### config.mk
export PLATFORM = sky130hd
export DESIGN_NAME = mult_div_unit
export DESIGN_NICKNAME = d
export VERILOG_FILES = /design/src/rtl/mult_div_unit.sv
export SDC_FILE = /design/constraint.sdc
export NUM_CORES = 1
export LEC_CHECK = 0
export ABC_AREA = 1
export BUFFER_PORTS_ARGS = -buffer_cell sky130_fd_sc_hd__buf_2
export CAP_MARGIN = 40
export CORE_ASPECT_RATIO = 1.5
export CORE_MARGIN = 10
export CORE_UTILIZATION = 36
export CTS_CLUSTER_SIZE = 16
export DETAILED_ROUTE_END_ITERATION = 10
export GPL_TIMING_DRIVEN = 0
export SYNTH_ARGS = -nofsm -noshare
export SYNTH_HDL_FRONTEND = slang
export SYNTH_SLANG_ARGS = --single-unit
### constraint.sdc
create_clock -name Clock -period 7.5 [get_ports Clock]
set_input_delay 1.5 -clock Clock [delete_from_list [all_inputs] [get_ports Clock]]
set_output_delay 1.5 -clock Clock [all_outputs]
set_load 0.03 [all_outputs]
### src/rtl/mult_div_unit.sv
// mult_div_unit: iterative 32-bit multiply/divide unit for the MIPS execute
// stage. Holds the architectural HI/LO registers and runs a 32-step
// shift-add (multiply) or restoring shift-subtract (divide) on unsigned
// operand magnitudes. A final FIX cycle applies sign correction and writes
// Hi/Lo. Busy covers the whole operation so the pipeline stalls MFHI/MFLO
// and new mult/div instructions until Done.
module mult_div_unit #(
    parameter int WIDTH = 32
) (
    input  logic             Clock,
    input  logic             Reset,
    input  logic [WIDTH-1:0] Data1,
    input  logic [WIDTH-1:0] Data2,
    input  logic [1:0]       Op,
    input  logic             Start,
    input  logic             HiWrite,
    input  logic             LoWrite,
    input  logic [WIDTH-1:0] WriteData,
    output logic             Busy,
    output logic             Done,
    output logic [WIDTH-1:0] Hi,
    output logic [WIDTH-1:0] Lo
);

    localparam int CNT_W = $clog2(WIDTH);
    localparam logic [CNT_W-1:0] CNT_LAST = CNT_W'(WIDTH - 1);

    typedef enum logic [1:0] {
        IDLE = 2'b00,
        CALC = 2'b01,
        FIX  = 2'b10
    } state_t;

    // Two's-complement negation of a single word.
    function automatic logic [WIDTH-1:0] neg_w(input logic [WIDTH-1:0] x);
        return (~x) + {{(WIDTH-1){1'b0}}, 1'b1};
    endfunction

    // Two's-complement negation of a double word.
    function automatic logic [2*WIDTH-1:0] neg_dw(input logic [2*WIDTH-1:0] x);
        return (~x) + {{(2*WIDTH-1){1'b0}}, 1'b1};
    endfunction

    // Magnitude of an operand; only signed ops look at the sign bit.
    function automatic logic [WIDTH-1:0] mag(input logic [WIDTH-1:0] x,
                                             input logic             is_signed);
        if (is_signed && x[WIDTH-1]) begin
            return neg_w(x);
        end else begin
            return x;
        end
    endfunction

    state_t             state_r;
    logic [CNT_W-1:0]   cnt_r;
    // Multiply: {partial product high, multiplier}. Divide: {remainder, quotient}.
    logic [2*WIDTH-1:0] acc_r;
    // Multiply: multiplicand magnitude. Divide: divisor magnitude.
    logic [WIDTH-1:0]   b_r;
    logic [WIDTH-1:0]   a_raw_r;
    logic               is_div_r;
    logic               neg_lo_r;    // product or quotient must be negated
    logic               neg_hi_r;    // remainder must be negated
    logic               div_zero_r;
    logic [WIDTH-1:0]   hi_r;
    logic [WIDTH-1:0]   lo_r;
    logic               busy_r;
    logic               done_r;

    logic [WIDTH:0]     sum_s;
    logic [WIDTH:0]     shifted_s;
    logic [WIDTH:0]     diff_s;
    logic [2*WIDTH-1:0] step_s;
    logic [2*WIDTH-1:0] prod_fix_s;
    logic [WIDTH-1:0]   hi_fix_s;
    logic [WIDTH-1:0]   lo_fix_s;

    // One iteration of shift-add or restoring shift-subtract on acc_r.
    always_comb begin
        sum_s     = {1'b0, acc_r[2*WIDTH-1:WIDTH]}
                  + (acc_r[0] ? {1'b0, b_r} : {(WIDTH+1){1'b0}});
        shifted_s = acc_r[2*WIDTH-1:WIDTH-1];
        diff_s    = shifted_s - {1'b0, b_r};
        step_s    = acc_r;
        if (is_div_r) begin
            if (!diff_s[WIDTH]) begin
                step_s = {diff_s[WIDTH-1:0], acc_r[WIDTH-2:0], 1'b1};
            end else begin
                step_s = {shifted_s[WIDTH-1:0], acc_r[WIDTH-2:0], 1'b0};
            end
        end else begin
            step_s = {sum_s, acc_r[WIDTH-1:1]};
        end
    end

    // Sign correction and divide-by-zero override for the FIX cycle.
    always_comb begin
        prod_fix_s = neg_lo_r ? neg_dw(acc_r) : acc_r;
        hi_fix_s   = prod_fix_s[2*WIDTH-1:WIDTH];
        lo_fix_s   = prod_fix_s[WIDTH-1:0];
        if (is_div_r) begin
            if (div_zero_r) begin
                hi_fix_s = a_raw_r;
                lo_fix_s = {WIDTH{1'b1}};
            end else begin
                hi_fix_s = neg_hi_r ? neg_w(acc_r[2*WIDTH-1:WIDTH]) : acc_r[2*WIDTH-1:WIDTH];
                lo_fix_s = neg_lo_r ? neg_w(acc_r[WIDTH-1:0]) : acc_r[WIDTH-1:0];
            end
        end else begin
            hi_fix_s = prod_fix_s[2*WIDTH-1:WIDTH];
            lo_fix_s = prod_fix_s[WIDTH-1:0];
        end
    end

    // Control FSM, operand latches, iteration datapath and HI/LO registers.
    always_ff @(posedge Clock or negedge Reset) begin
        if (!Reset) begin
            state_r    <= IDLE;
            cnt_r      <= {CNT_W{1'b0}};
            acc_r      <= {(2*WIDTH){1'b0}};
            b_r        <= {WIDTH{1'b0}};
            a_raw_r    <= {WIDTH{1'b0}};
            is_div_r   <= 1'b0;
            neg_lo_r   <= 1'b0;
            neg_hi_r   <= 1'b0;
            div_zero_r <= 1'b0;
            hi_r       <= {WIDTH{1'b0}};
            lo_r       <= {WIDTH{1'b0}};
            busy_r     <= 1'b0;
            done_r     <= 1'b0;
        end else begin
            done_r <= 1'b0;
            case (state_r)
                IDLE: begin
                    // MTHI/MTLO only land while idle; a same-cycle Start
                    // still launches and its result overwrites them later.
                    if (HiWrite) begin
                        hi_r <= WriteData;
                    end else begin
                        hi_r <= hi_r;
                    end
                    if (LoWrite) begin
                        lo_r <= WriteData;
                    end else begin
                        lo_r <= lo_r;
                    end
                    if (Start) begin
                        is_div_r   <= Op[1];
                        a_raw_r    <= Data1;
                        div_zero_r <= (Data2 == {WIDTH{1'b0}});
                        neg_lo_r   <= Op[0] & (Data1[WIDTH-1] ^ Data2[WIDTH-1]);
                        neg_hi_r   <= Op[0] & Data1[WIDTH-1];
                        if (Op[1]) begin
                            acc_r <= {{WIDTH{1'b0}}, mag(Data1, Op[0])};
                            b_r   <= mag(Data2, Op[0]);
                        end else begin
                            acc_r <= {{WIDTH{1'b0}}, mag(Data2, Op[0])};
                            b_r   <= mag(Data1, Op[0]);
                        end
                        cnt_r   <= {CNT_W{1'b0}};
                        busy_r  <= 1'b1;
                        state_r <= CALC;
                    end else begin
                        state_r <= IDLE;
                    end
                end
                CALC: begin
                    acc_r <= step_s;
                    if (cnt_r == CNT_LAST) begin
                        state_r <= FIX;
                    end else begin
                        cnt_r   <= cnt_r + {{(CNT_W-1){1'b0}}, 1'b1};
                        state_r <= CALC;
                    end
                end
                FIX: begin
                    hi_r    <= hi_fix_s;
                    lo_r    <= lo_fix_s;
                    done_r  <= 1'b1;
                    busy_r  <= 1'b0;
                    state_r <= IDLE;
                end
                default: begin
                    busy_r  <= 1'b0;
                    state_r <= IDLE;
                end
            endcase
        end
    end

    assign Busy = busy_r;
    assign Done = done_r;
    assign Hi   = hi_r;
    assign Lo   = lo_r;

endmodule
==> results.ini <==
[grt]
grt_pass1_vias = 23890
grtUsageMet1 = 0.3202
grt_max_degree = 91
top_usage_layer = met2
use_met2 = 0.5407
grt_pass1_wl_mm = 156.7
grt_overflow_total = 0
grt_use_met3 = 0.04811
track_usage = 0.3111
antenna_found_initial = 4

[timing]
min_period_ns = 3.712
final_hold_viol_count = 0
rsz0062_at_grt = no
slew_headroom = 0.3454
setup_viol = 0
finalSetupTns_ns = 0
fin_skew_ns = 0.02772
max_freq_mhz = 269.4
worst_pin_slew_ns = 0.9820
min_period_over_period = 0.4949
final_max_slew_viol_count = 0

[placed_design]
io_buffers = 167
place.gp.congestion = 1.063
dpl.hpwl_mm = 90.51

[clock_tree]
postCtsHoldBufs = 0
clockBufferDepth = 3
cts_sinks = 205
root_buffer = clkbuf_16
clk_pin_slew_worst_paths_ns = 0.06
clkLatencyLatePin_ns = 0.58
cts_resized = 0
cts_buffers = 25
cts_setup_buffers = 0
cts_tree = yes
h-tree-depth = 1

[critical_path]
critPathRequiredTime_ns = 7.96
endpoint_kind = flip-flop
cp.buffers_inverters = 4
startpoint_type = flip-flop
critical_path.most_common_cell = nand2_1
critical_path.max_stage_delay_ns = 0.46
worstPathArrival_ns = 4.17
path_cells = buf_6 -> clkbuf_1 -> nand2_1 -> inv_1 -> ha_1 -> inv_1 -> fa_1 -> o21ai_0 -> nand2_1 -> nand2_1 -> nand2_1 -> nand2_1 -> nand2_1 -> nand3_1 -> nand2_1 -> nor2_1 -> nor2_1 -> nand2_1 -> nand2_1
cp_max_fo = 10
crit_family = simple AND/OR/NAND/NOR gates
timing_worst_setup_path_type = flip-flop to flip-flop
slowest_stage = clkbuf_1

[yosys]
yosysTopAreaCell = dfrtp_1
synth_top_area_share = 0.2493
synthFlopType = dfrtp_1
synth_seq_cells = 205
synth_cell_types = 58
synth-edff-count = 0
avgSynthCellArea_um2 = 5.813
synth.top_cells.by_area = dfrtp_1 25%, nand2_1 20%, inv_1 8.1%
synth_nets = 3714
synth_cells = 3539
yosysSeqAreaShare = 0.2493
ys_async_sr_fraction = 1.000
syn_area_um2 = 20570
yosysWarnings = 0

[power_and_ir_drop]
clockPowerShare = 0.095
pwr-share-comb = 0.706
p_sw_w = 0.007688
internal-power_w = 0.005086
vdd_drop_max_uv = 203.1
total_power_w = 0.01277
leakage_nw = 11.91
p_seq_frac = 0.198
swShare = 0.6018
powerDensity_nw_per_um2 = 546.8

[floorplanning]
rows = 107
start_util = 0.3624
die_area_um2 = 67310
io_pins = 169
fp.dieH_um = 312.8
die_w_um = 215.2
core-area_um2 = 56760

[layout]
layout.nets = 3921
most-common-layout-cells = 1,095 x nand2_1, 445 x inv_1, 429 x nor2_1
final_common_cell = nand2_1
area_growth_pct = 13.56
n_fill_cell = 6569
drive_above_1_share = 0.08398

[worst_hold_path]
holdCritPathClass = flip-flop to flip-flop

[routing]
antenna_left = 0
drtPass1Iterations = 6
finalWirelength_mm = 109.0
wl_per_cell_um = 24.05
drc = 0
drt_iter0_markers = 2452
vias = 24910
via_per_inst = 5.497

[job]
drv_cap = 0

[outcome]
status = complete, no violations

-- worst reg2reg max path: stages, from the launching register on --
cell and delay (ns):
dfrtp_1 0.34, buf_6 0.20, clkbuf_1 0.47, nand2_1 0.09, inv_1 0.07, ha_1 0.24
inv_1 0.11, fa_1 0.41, o21ai_0 0.45, nand2_1 0.09, nand2_1 0.19, nand2_1 0.07
nand2_1 0.16, nand2_1 0.11, nand3_1 0.09, nand2_1 0.05, nor2_1 0.23, nor2_1 0.09
nand2_1 0.11, nand2_1 0.05
-- metal layers --
metal  routed length (µm)  vias to the layer above
li1                     -                    11840
met3                 6827                      437
met5                   20                        -
met4                11900                        4
met2                52130                     1131
met1                38080                    11500
-- kinds of logic after synthesis --
group	synth area share
AOI/OAI and AO/OA	0.1649
xor gates and xnor gates	0.02469
adders and majority gates	0.04452
buffers and inverters	0.1126
DFF	0.2493
and+or+nand+nor	0.4040
-- registers in the layout (all words and copies together) (netlist names) --
register / flops
cnt_r: 5
Busy: 1
Hi: 32
acc_r: 64
is_div_r: 1
state_r: 2
b_r: 32
Done: 1
neg_hi_r: 1
neg_lo_r: 1
a_raw_r: 32
Lo: 32
div_zero_r: 1
-- Yosys cell counts (19+ instances only) --
| library cell | number |
|---|---|
| nor2_1 | 429 |
| o211ai_1 | 31 |
| buf_2 | 24 |
| inv_1 | 445 |
| nand4_1 | 44 |
| ha_1 | 70 |
| nand3_1 | 321 |
| dfrtp_1 | 205 |
| buf_1 | 19 |
| clkbuf_1 | 87 |
| a21oi_1 | 251 |
| xor2_1 | 42 |
| o21ai_0 | 221 |
| o21ai_1 | 28 |
| nor3_1 | 34 |
| nand2_1 | 1095 |
-- power groups by stage --
stage	Sequential, W	Clock, W	Combinational (W)
after floorplan	0.00239	0	0.00568
after global placement	0.00250	0	0.00869
after detailed placement	0.00251	0	0.00879
after CTS	0.00249	0.00123	0.00882
after global routing	0.00254	0.00126	0.00988
final	0.00253	0.00122	0.00902
-- layout make-up --
class                   instances  area [µm²]  share of cell area
repair buffers                180        1028             0.04402
clock inverters                15       143.9            0.006159
well taps                     763       954.7             0.04086
diodes                          5       12.51           0.0005355
clock buffers                  29       650.6             0.02785
inverters                     455        1708             0.07310
multi-input cells            2739       13130              0.5619
plain buffers                 140       608.1             0.02603
flip-flops and latches        205        5130              0.2196
-- metrics by stage --
step	cell area [µm²]	hold slack [ns]	utilization	instances	setup WS, ns
final	23360	0.4791	0.4116	4531	3.788
after global routing	23350	0.5173	0.4114	4527	3.472
after CTS	23320	0.4798	0.4108	4523	3.834
after detailed placement	22530	0.4701	0.3968	4479	3.577
after global placement	22360	0.4646	0.3940	4469	1.110
after floorplan	20570	0.4450	-	3539	4.564
-- worst paths after layout --
kind                           from        end  slack, ns  depth (start not counted)
max in group asynchronous     Reset    b_r[25]       5.76                          2
max                        acc_r[0]  acc_r[59]       3.79                         19
min                        cnt_r[2]   cnt_r[2]       0.48                          1
min reg2reg                cnt_r[2]   cnt_r[2]       0.48                          1
min in group asynchronous     Reset       Busy       0.86                          1
max reg2reg                acc_r[0]  acc_r[59]       3.79                         19
Power figures use the tool's default switching activity.
